==> config.mk <==
export PLATFORM = sky130hd
export DESIGN_NAME = vector_hazard_scoreboard_flat
export DESIGN_NICKNAME = d
export VERILOG_FILES = /design/src/rtl/vector_hazard_scoreboard_if.sv /design/src/rtl/vector_hazard_scoreboard.sv /design/src/flat_wrapper.sv
export SDC_FILE = /design/constraint.sdc
export NUM_CORES = 1
export LEC_CHECK = 0
export BUFFER_PORTS_ARGS = -buffer_cell sky130_fd_sc_hd__buf_2
export CELL_PAD_IN_SITES_DETAIL_PLACEMENT = 1
export CELL_PAD_IN_SITES_GLOBAL_PLACEMENT = 2
export CORE_AREA = 3 3 118 120
export CTS_CLUSTER_DIAMETER = 120
export DETAILED_ROUTE_END_ITERATION = 8
export DIE_AREA = 0 0 121 123
export GPL_TIMING_DRIVEN = 0
export PLACE_DENSITY = 0.9
export SYNTH_ARGS = -nofsm -noshare
export SYNTH_HDL_FRONTEND = slang
export SYNTH_SLANG_ARGS = --single-unit
export TNS_END_PERCENT = 10
==> constraint.sdc <==
create_clock -name clk -period 5 [get_ports clk]
set_input_delay 0.25 -clock clk [delete_from_list [all_inputs] [get_ports clk]]
set_output_delay 0.25 -clock clk [all_outputs]
set_load 0.05 [all_outputs]
==> src/rtl/vector_hazard_scoreboard_if.sv <==
// Pipeline-side bundle for the vector hazard unit: register addresses and write
// enables in, operand-forward selects, stall/flush enables and scoreboard status out.
interface vector_hazard_scoreboard_if #(
  parameter int AW     = 4,
  parameter int CW     = 3,
  parameter int SCNT_W = 16
);
  logic [AW-1:0]      RA1D;
  logic [AW-1:0]      RA2D;
  logic [AW-1:0]      WA3D;
  logic               RegWriteD;
  logic [AW-1:0]      RA1E;
  logic [AW-1:0]      RA2E;
  logic [AW-1:0]      WA3E;
  logic               RegWriteE;
  logic               MemtoRegE;
  logic [CW-1:0]      LatE;
  logic [AW-1:0]      WA3M;
  logic               RegWriteM;
  logic [AW-1:0]      WA3W;
  logic               RegWriteW;
  logic               BranchTakenE;
  logic [1:0]         ForwardAE;
  logic [1:0]         ForwardBE;
  logic               StallF;
  logic               StallD;
  logic               FlushD;
  logic               FlushE;
  logic [(1<<AW)-1:0] BusyMask;
  logic [SCNT_W-1:0]  StallCount;

  modport master (
    output RA1D, RA2D, WA3D, RegWriteD,
    output RA1E, RA2E, WA3E, RegWriteE, MemtoRegE, LatE,
    output WA3M, RegWriteM, WA3W, RegWriteW, BranchTakenE,
    input  ForwardAE, ForwardBE, StallF, StallD, FlushD, FlushE,
    input  BusyMask, StallCount
  );

  modport slave (
    input  RA1D, RA2D, WA3D, RegWriteD,
    input  RA1E, RA2E, WA3E, RegWriteE, MemtoRegE, LatE,
    input  WA3M, RegWriteM, WA3W, RegWriteW, BranchTakenE,
    output ForwardAE, ForwardBE, StallF, StallD, FlushD, FlushE,
    output BusyMask, StallCount
  );
endinterface

==> src/rtl/vector_hazard_scoreboard.sv <==
// Hazard unit for the 5-stage vector pipeline: M/W forwarding, load-use stall,
// branch flush and a per-register latency scoreboard for multi-cycle ops.
module vector_hazard_scoreboard #(
  parameter int AW     = 4,
  parameter int CW     = 3,
  parameter int SCNT_W = 16
) (
  input logic                      clk,
  input logic                      rst,
  vector_hazard_scoreboard_if.slave hif
);
  localparam int NREGS = 1 << AW;

  logic [NREGS-1:0][CW-1:0] pend_q, pend_d;
  logic [SCNT_W-1:0]        stall_count_q, stall_count_d;
  logic [NREGS-1:0]         busy;

  logic [1:0] fwd_a, fwd_b;
  logic       ldr, sb, mc, hz_any, issue_mc;
  logic       stall_f, stall_d, flush_d, flush_e;

  function automatic logic [1:0] fwd_sel(
    input logic [AW-1:0] ra,
    input logic [AW-1:0] wa_m,
    input logic          we_m,
    input logic [AW-1:0] wa_w,
    input logic          we_w
  );
    logic [1:0] sel;
    sel = 2'b00;
    if (we_m && (ra == wa_m))      sel = 2'b10;
    else if (we_w && (ra == wa_w)) sel = 2'b01;
    return sel;
  endfunction

  always_comb begin
    busy = '0;
    for (int i = 0; i < NREGS; i++) begin
      busy[i] = (pend_q[i] != '0);
    end
  end

  always_comb begin
    fwd_a = fwd_sel(hif.RA1E, hif.WA3M, hif.RegWriteM, hif.WA3W, hif.RegWriteW);
    fwd_b = fwd_sel(hif.RA2E, hif.WA3M, hif.RegWriteM, hif.WA3W, hif.RegWriteW);
  end

  // mc covers the issue cycle, when pend has not yet been loaded for WA3E
  always_comb begin
    issue_mc = hif.RegWriteE && (hif.LatE != '0);
    ldr      = hif.MemtoRegE && ((hif.RA1D == hif.WA3E) || (hif.RA2D == hif.WA3E));
    sb       = busy[hif.RA1D] || busy[hif.RA2D] || (hif.RegWriteD && busy[hif.WA3D]);
    mc       = issue_mc && ((hif.RA1D == hif.WA3E) || (hif.RA2D == hif.WA3E) ||
                            (hif.RegWriteD && (hif.WA3D == hif.WA3E)));
    hz_any   = ldr || sb || mc;
  end

  always_comb begin
    stall_f = 1'b0;
    stall_d = 1'b0;
    flush_d = 1'b0;
    flush_e = 1'b0;
    if (rst || hif.BranchTakenE) begin
      flush_d = 1'b1;
      flush_e = 1'b1;
    end else begin
      stall_f = hz_any;
      stall_d = hz_any;
      flush_e = hz_any;
    end
  end

  // A fresh issue overrides any count still running on the same register
  always_comb begin
    pend_d = pend_q;
    for (int i = 0; i < NREGS; i++) begin
      if (pend_q[i] != '0) pend_d[i] = pend_q[i] - CW'(1);
    end
    if (issue_mc) pend_d[hif.WA3E] = hif.LatE;
  end

  always_comb begin
    stall_count_d = stall_count_q;
    if (stall_d && (stall_count_q != '1)) stall_count_d = stall_count_q + SCNT_W'(1);
  end

  always_ff @(posedge clk) begin
    if (rst) begin
      pend_q        <= '0;
      stall_count_q <= '0;
    end else begin
      pend_q        <= pend_d;
      stall_count_q <= stall_count_d;
    end
  end

  assign hif.ForwardAE  = rst ? 2'b00 : fwd_a;
  assign hif.ForwardBE  = rst ? 2'b00 : fwd_b;
  assign hif.StallF     = stall_f;
  assign hif.StallD     = stall_d;
  assign hif.FlushD     = flush_d;
  assign hif.FlushE     = flush_e;
  assign hif.BusyMask   = busy;
  assign hif.StallCount = stall_count_q;
endmodule
==> src/flat_wrapper.sv <==
// flat-port wrapper written by rule: the top's interface ports become plain ports
module vector_hazard_scoreboard_flat 
#(
  parameter int AW     = 4,
  parameter int CW     = 3,
  parameter int SCNT_W = 16
)
  (clk, rst, hif_RA1D, hif_RA2D, hif_WA3D, hif_RegWriteD, hif_RA1E, hif_RA2E, hif_WA3E, hif_RegWriteE, hif_MemtoRegE, hif_LatE, hif_WA3M, hif_RegWriteM, hif_WA3W, hif_RegWriteW, hif_BranchTakenE, hif_ForwardAE, hif_ForwardBE, hif_StallF, hif_StallD, hif_FlushD, hif_FlushE, hif_BusyMask, hif_StallCount);
  vector_hazard_scoreboard_if #(.AW(AW), .CW(CW), .SCNT_W(SCNT_W)) hif_i ();
  input logic clk;
  input logic rst;
  input wire logic [$bits(hif_i.RA1D)-1:0] hif_RA1D;
  input wire logic [$bits(hif_i.RA2D)-1:0] hif_RA2D;
  input wire logic [$bits(hif_i.WA3D)-1:0] hif_WA3D;
  input wire logic [$bits(hif_i.RegWriteD)-1:0] hif_RegWriteD;
  input wire logic [$bits(hif_i.RA1E)-1:0] hif_RA1E;
  input wire logic [$bits(hif_i.RA2E)-1:0] hif_RA2E;
  input wire logic [$bits(hif_i.WA3E)-1:0] hif_WA3E;
  input wire logic [$bits(hif_i.RegWriteE)-1:0] hif_RegWriteE;
  input wire logic [$bits(hif_i.MemtoRegE)-1:0] hif_MemtoRegE;
  input wire logic [$bits(hif_i.LatE)-1:0] hif_LatE;
  input wire logic [$bits(hif_i.WA3M)-1:0] hif_WA3M;
  input wire logic [$bits(hif_i.RegWriteM)-1:0] hif_RegWriteM;
  input wire logic [$bits(hif_i.WA3W)-1:0] hif_WA3W;
  input wire logic [$bits(hif_i.RegWriteW)-1:0] hif_RegWriteW;
  input wire logic [$bits(hif_i.BranchTakenE)-1:0] hif_BranchTakenE;
  output wire logic [$bits(hif_i.ForwardAE)-1:0] hif_ForwardAE;
  output wire logic [$bits(hif_i.ForwardBE)-1:0] hif_ForwardBE;
  output wire logic [$bits(hif_i.StallF)-1:0] hif_StallF;
  output wire logic [$bits(hif_i.StallD)-1:0] hif_StallD;
  output wire logic [$bits(hif_i.FlushD)-1:0] hif_FlushD;
  output wire logic [$bits(hif_i.FlushE)-1:0] hif_FlushE;
  output wire logic [$bits(hif_i.BusyMask)-1:0] hif_BusyMask;
  output wire logic [$bits(hif_i.StallCount)-1:0] hif_StallCount;
  assign hif_i.RA1D = hif_RA1D;
  assign hif_i.RA2D = hif_RA2D;
  assign hif_i.WA3D = hif_WA3D;
  assign hif_i.RegWriteD = hif_RegWriteD;
  assign hif_i.RA1E = hif_RA1E;
  assign hif_i.RA2E = hif_RA2E;
  assign hif_i.WA3E = hif_WA3E;
  assign hif_i.RegWriteE = hif_RegWriteE;
  assign hif_i.MemtoRegE = hif_MemtoRegE;
  assign hif_i.LatE = hif_LatE;
  assign hif_i.WA3M = hif_WA3M;
  assign hif_i.RegWriteM = hif_RegWriteM;
  assign hif_i.WA3W = hif_WA3W;
  assign hif_i.RegWriteW = hif_RegWriteW;
  assign hif_i.BranchTakenE = hif_BranchTakenE;
  assign hif_ForwardAE = hif_i.ForwardAE;
  assign hif_ForwardBE = hif_i.ForwardBE;
  assign hif_StallF = hif_i.StallF;
  assign hif_StallD = hif_i.StallD;
  assign hif_FlushD = hif_i.FlushD;
  assign hif_FlushE = hif_i.FlushE;
  assign hif_BusyMask = hif_i.BusyMask;
  assign hif_StallCount = hif_i.StallCount;
  vector_hazard_scoreboard #(.AW(AW), .CW(CW), .SCNT_W(SCNT_W)) u_core (.clk(clk), .rst(rst), .hif(hif_i));
endmodule
==> impl_results.md <==
* Outcome: finished, final reports clean
* Initial DRC Count at 170
* Period utilization at 76.6%
* Clock buffer depth at 2
* Row count at 42
* Power per standard cell area at 633 mW/mm²
* Cell mode on critical path: buf_6
* Unrepaired setup endpoints after global routing: no
* Share of layout cells above drive strength 1 at between 10% and 20%
* Crit path max fanout at 10
* Post-CTS setup buffer count at 0
* Mean Syn Cell Area at 8.04 µm²
* Chip height at 123 µm
* Synth cell types at 50
* Slew @ Worst Pin at 1020 ps
* Startpoint Class: register
* Max-Cap Viols at 0
* Area leader, netlist: dfxtp_1
* Final nets at about 740
* Slew headroom at 31.6%
* Drt drc at 0
* Gp weighted congestion at 0.871
* Tmin final at 3830 ps
* Post-synthesis xor/xnor area fraction at a little over 8%
* Leakage at 2.43 nW
* Core Area at 0.0131 mm²
* Starting Density at 35.5%
* Worst path slowest cell: nor2b_1
* Clock Latency Late Sink at 340 ps
* Total Wirelength at ~14,000 µm
* Vias post-DR at 4,360
* Diode count at 0
* Hold WC Path Type: input port to register
* Fraction of the mapped netlist area in simple logic gates at 22.8%
* CTS tree: built
* CTS buffer count at 9
* Antenna violations before repair at 0
* Async set or reset register ratio after synthesis at 0%
* Fillcell total at 1,633
* Met2 GRT Util at 35.0%
* Critical Path AT at 3580 ps
* Layout area overhead at 19.2%
* Share of the synthesized area in the top cell type at 27.6%
* Worst Path Class, Setup: register to output pin
* Antenna Nets Post-Route at 0
* Die Width at 121 µm
* First-pass GRT wire length at 23,100 µm
* Vias in the first global route at 4,556
* Syn Inst Count at between 500 and 600
* Cell Area, Synth at between 0.004 and 0.005 mm²
* Drt pass-1 iters at 4
* Main combinational cell family by area after synthesis: simple AND/OR/NAND/NOR gates
* Setup crit end kind: output pin
* Top FF cell, synth: dfxtp_1
* Busiest grt layer: met2
* Clk_skew at 6.55 ps
* Fmax at 0.261 GHz
* Syn Nets at 653
* CP required at 4750 ps
* Yosys warning total at 0
* HPWL Detailed at 10,800 µm
* Adder-Cell Fraction of Synth Area at 8.90%
* Final setup fails at 0
* Sequential fraction of the synthesis area at 27.6%
* Number of flops mapped to enable cells by yosys at 0
* I/O pins at 83
* Post-DR wirelength/cell at 16.7 µm
* Final Hold Violating Endpoints at 0
* Die ar. at 0.0149 mm²
* Crit-path cells: inv_1, ha_1, nor2b_1, mux4_2, nor3b_1, or4_4, nor4_4, buf_6, buf_6, nor2_1, buf_4, buf_2
* Commonest non-fill, non-tap cells in the layout: nor2_1, buf_2, dfxtp_1, inv_1, a21oi_1
* GRT overflow at 0
* H-Tree Depth at 3
* Most common cell after layout, fill and taps aside: nor2_1
* Slowest Stage Delay on Critical Path at 590 ps
* Cts repair resizes at 0
* GR Util All Layers at between 10% and 20%
* Mux contribution to synthesized area at 11.7%
* Total power draw at between 3 and 4 mW
* Setup TNS at 0 ps
* Largest net degree at the start of global routing at 11
* Met3 usage at 3.34%
* Hold Buf Count CTS at 0
* Root Driver: clkbuf_16
* Met1 Usage GRT at 23.9%
* Clk pin slew, worst setup/hold paths at 50 ps
* #FFs+latches synth at 64
* Final core utilization at a little over two fifths
* Vias per std cell at 5.17
* Port bufs at 74
* Compound-Gate Fraction of Synth Area at 13.2%
* Sink Count at 64
* Max-slew violation count at 0
* Worst vdd ir at about 0.3 mV
* Hold_ws at 344 ps
* Top post-synthesis cells by area: dfxtp_1, ha_1, nor2_1
## routing by layer
metal	vias up	wire [µm]
li1	2152	-
met1	2118	6250
met2	75	7120
met3	15	519
met4	0	195
met5	-	0
## area by class of cell
type	count	area, µm²	share of cell area [%]
Buffer	35	173	3.12
Clock buffer	13	260	4.70
Clock inverter	3	40.0	0.724
Inverter	46	173	3.12
Multi-Input combinational cell	432	3010	54.5
Sequential cell	64	1280	23.2
Tap cell	176	220	3.98
Timing Repair Buffer	74	370	6.70
## worst max-delay path: cells and delay by family (launching register included)
kind	cells	cell delay (ps)
and+or+nand+nor	5	1600
buffers and inverters	5	760
muxes	1	380
DFF	1	320
adders and majority gates	1	170
## Yosys cell counts (9+ instances only)
master / instances
clkbuf_1: 22
a211oi_1: 18
inv_1: 45
nor3_1: 11
nor2_1: 94
dfxtp_1: 64
nand3_1: 17
a21oi_1: 39
mux2i_1: 28
nor2b_1: 22
xor2_1: 15
nand2b_1: 9
nand2_1: 28
xnor2_1: 29
ha_1: 33
## metrics by stage
stage	setup WS [ps]	std cells	area [µm²]
6_report	1170	843	5530
5_1_grt	979	843	5530
4_1_cts	1140	843	5530
3_5_place_dp	1520	827	5230
3_3_place_gp	1630	827	5230
2_1_floorplan	1350	577	4640
## sequential cells by signal, indices dropped and copies added (netlist names)
register,cells
u_core.hif.StallCount,16
u_core.pend_q,48
## worst paths after layout
path	startpoint	to	slack [ps]	cells after the start
worst max-delay path	u_core.pend_q[36]	hif_StallF	1170	12
worst min-delay path	hif_LatE[0]	u_core.pend_q[0]	340	3
worst max register to register	u_core.pend_q[36]	u_core.hif.StallCount[13]	1770	10
worst min register to register	u_core.hif.StallCount[5]	u_core.hif.StallCount[5]	490	2
## cells by family (layout without fill, tap and decap cells)
group | after synthesis | count (layout)
mux | 43 | 43
simple gates | 218 | 218
fa+ha+maj | 33 | 33
buf+inv | 81 | 171
compound gates | 94 | 94
xor+xnor | 44 | 44
flops | 64 | 64
## power by group
part / total (mW) / leakage, nW / internal [mW] / switching, mW
logic: 2.09 / 1.76 / 0.784 / 1.31
registers: 0.767 / 0.527 / 0.675 / 0.0915
clock network: 0.647 / 0.150 / 0.412 / 0.235
total: 3.50 / 2.43 / 1.87 / 1.63
No activity file was read; power rests on OpenSTA's default activity.
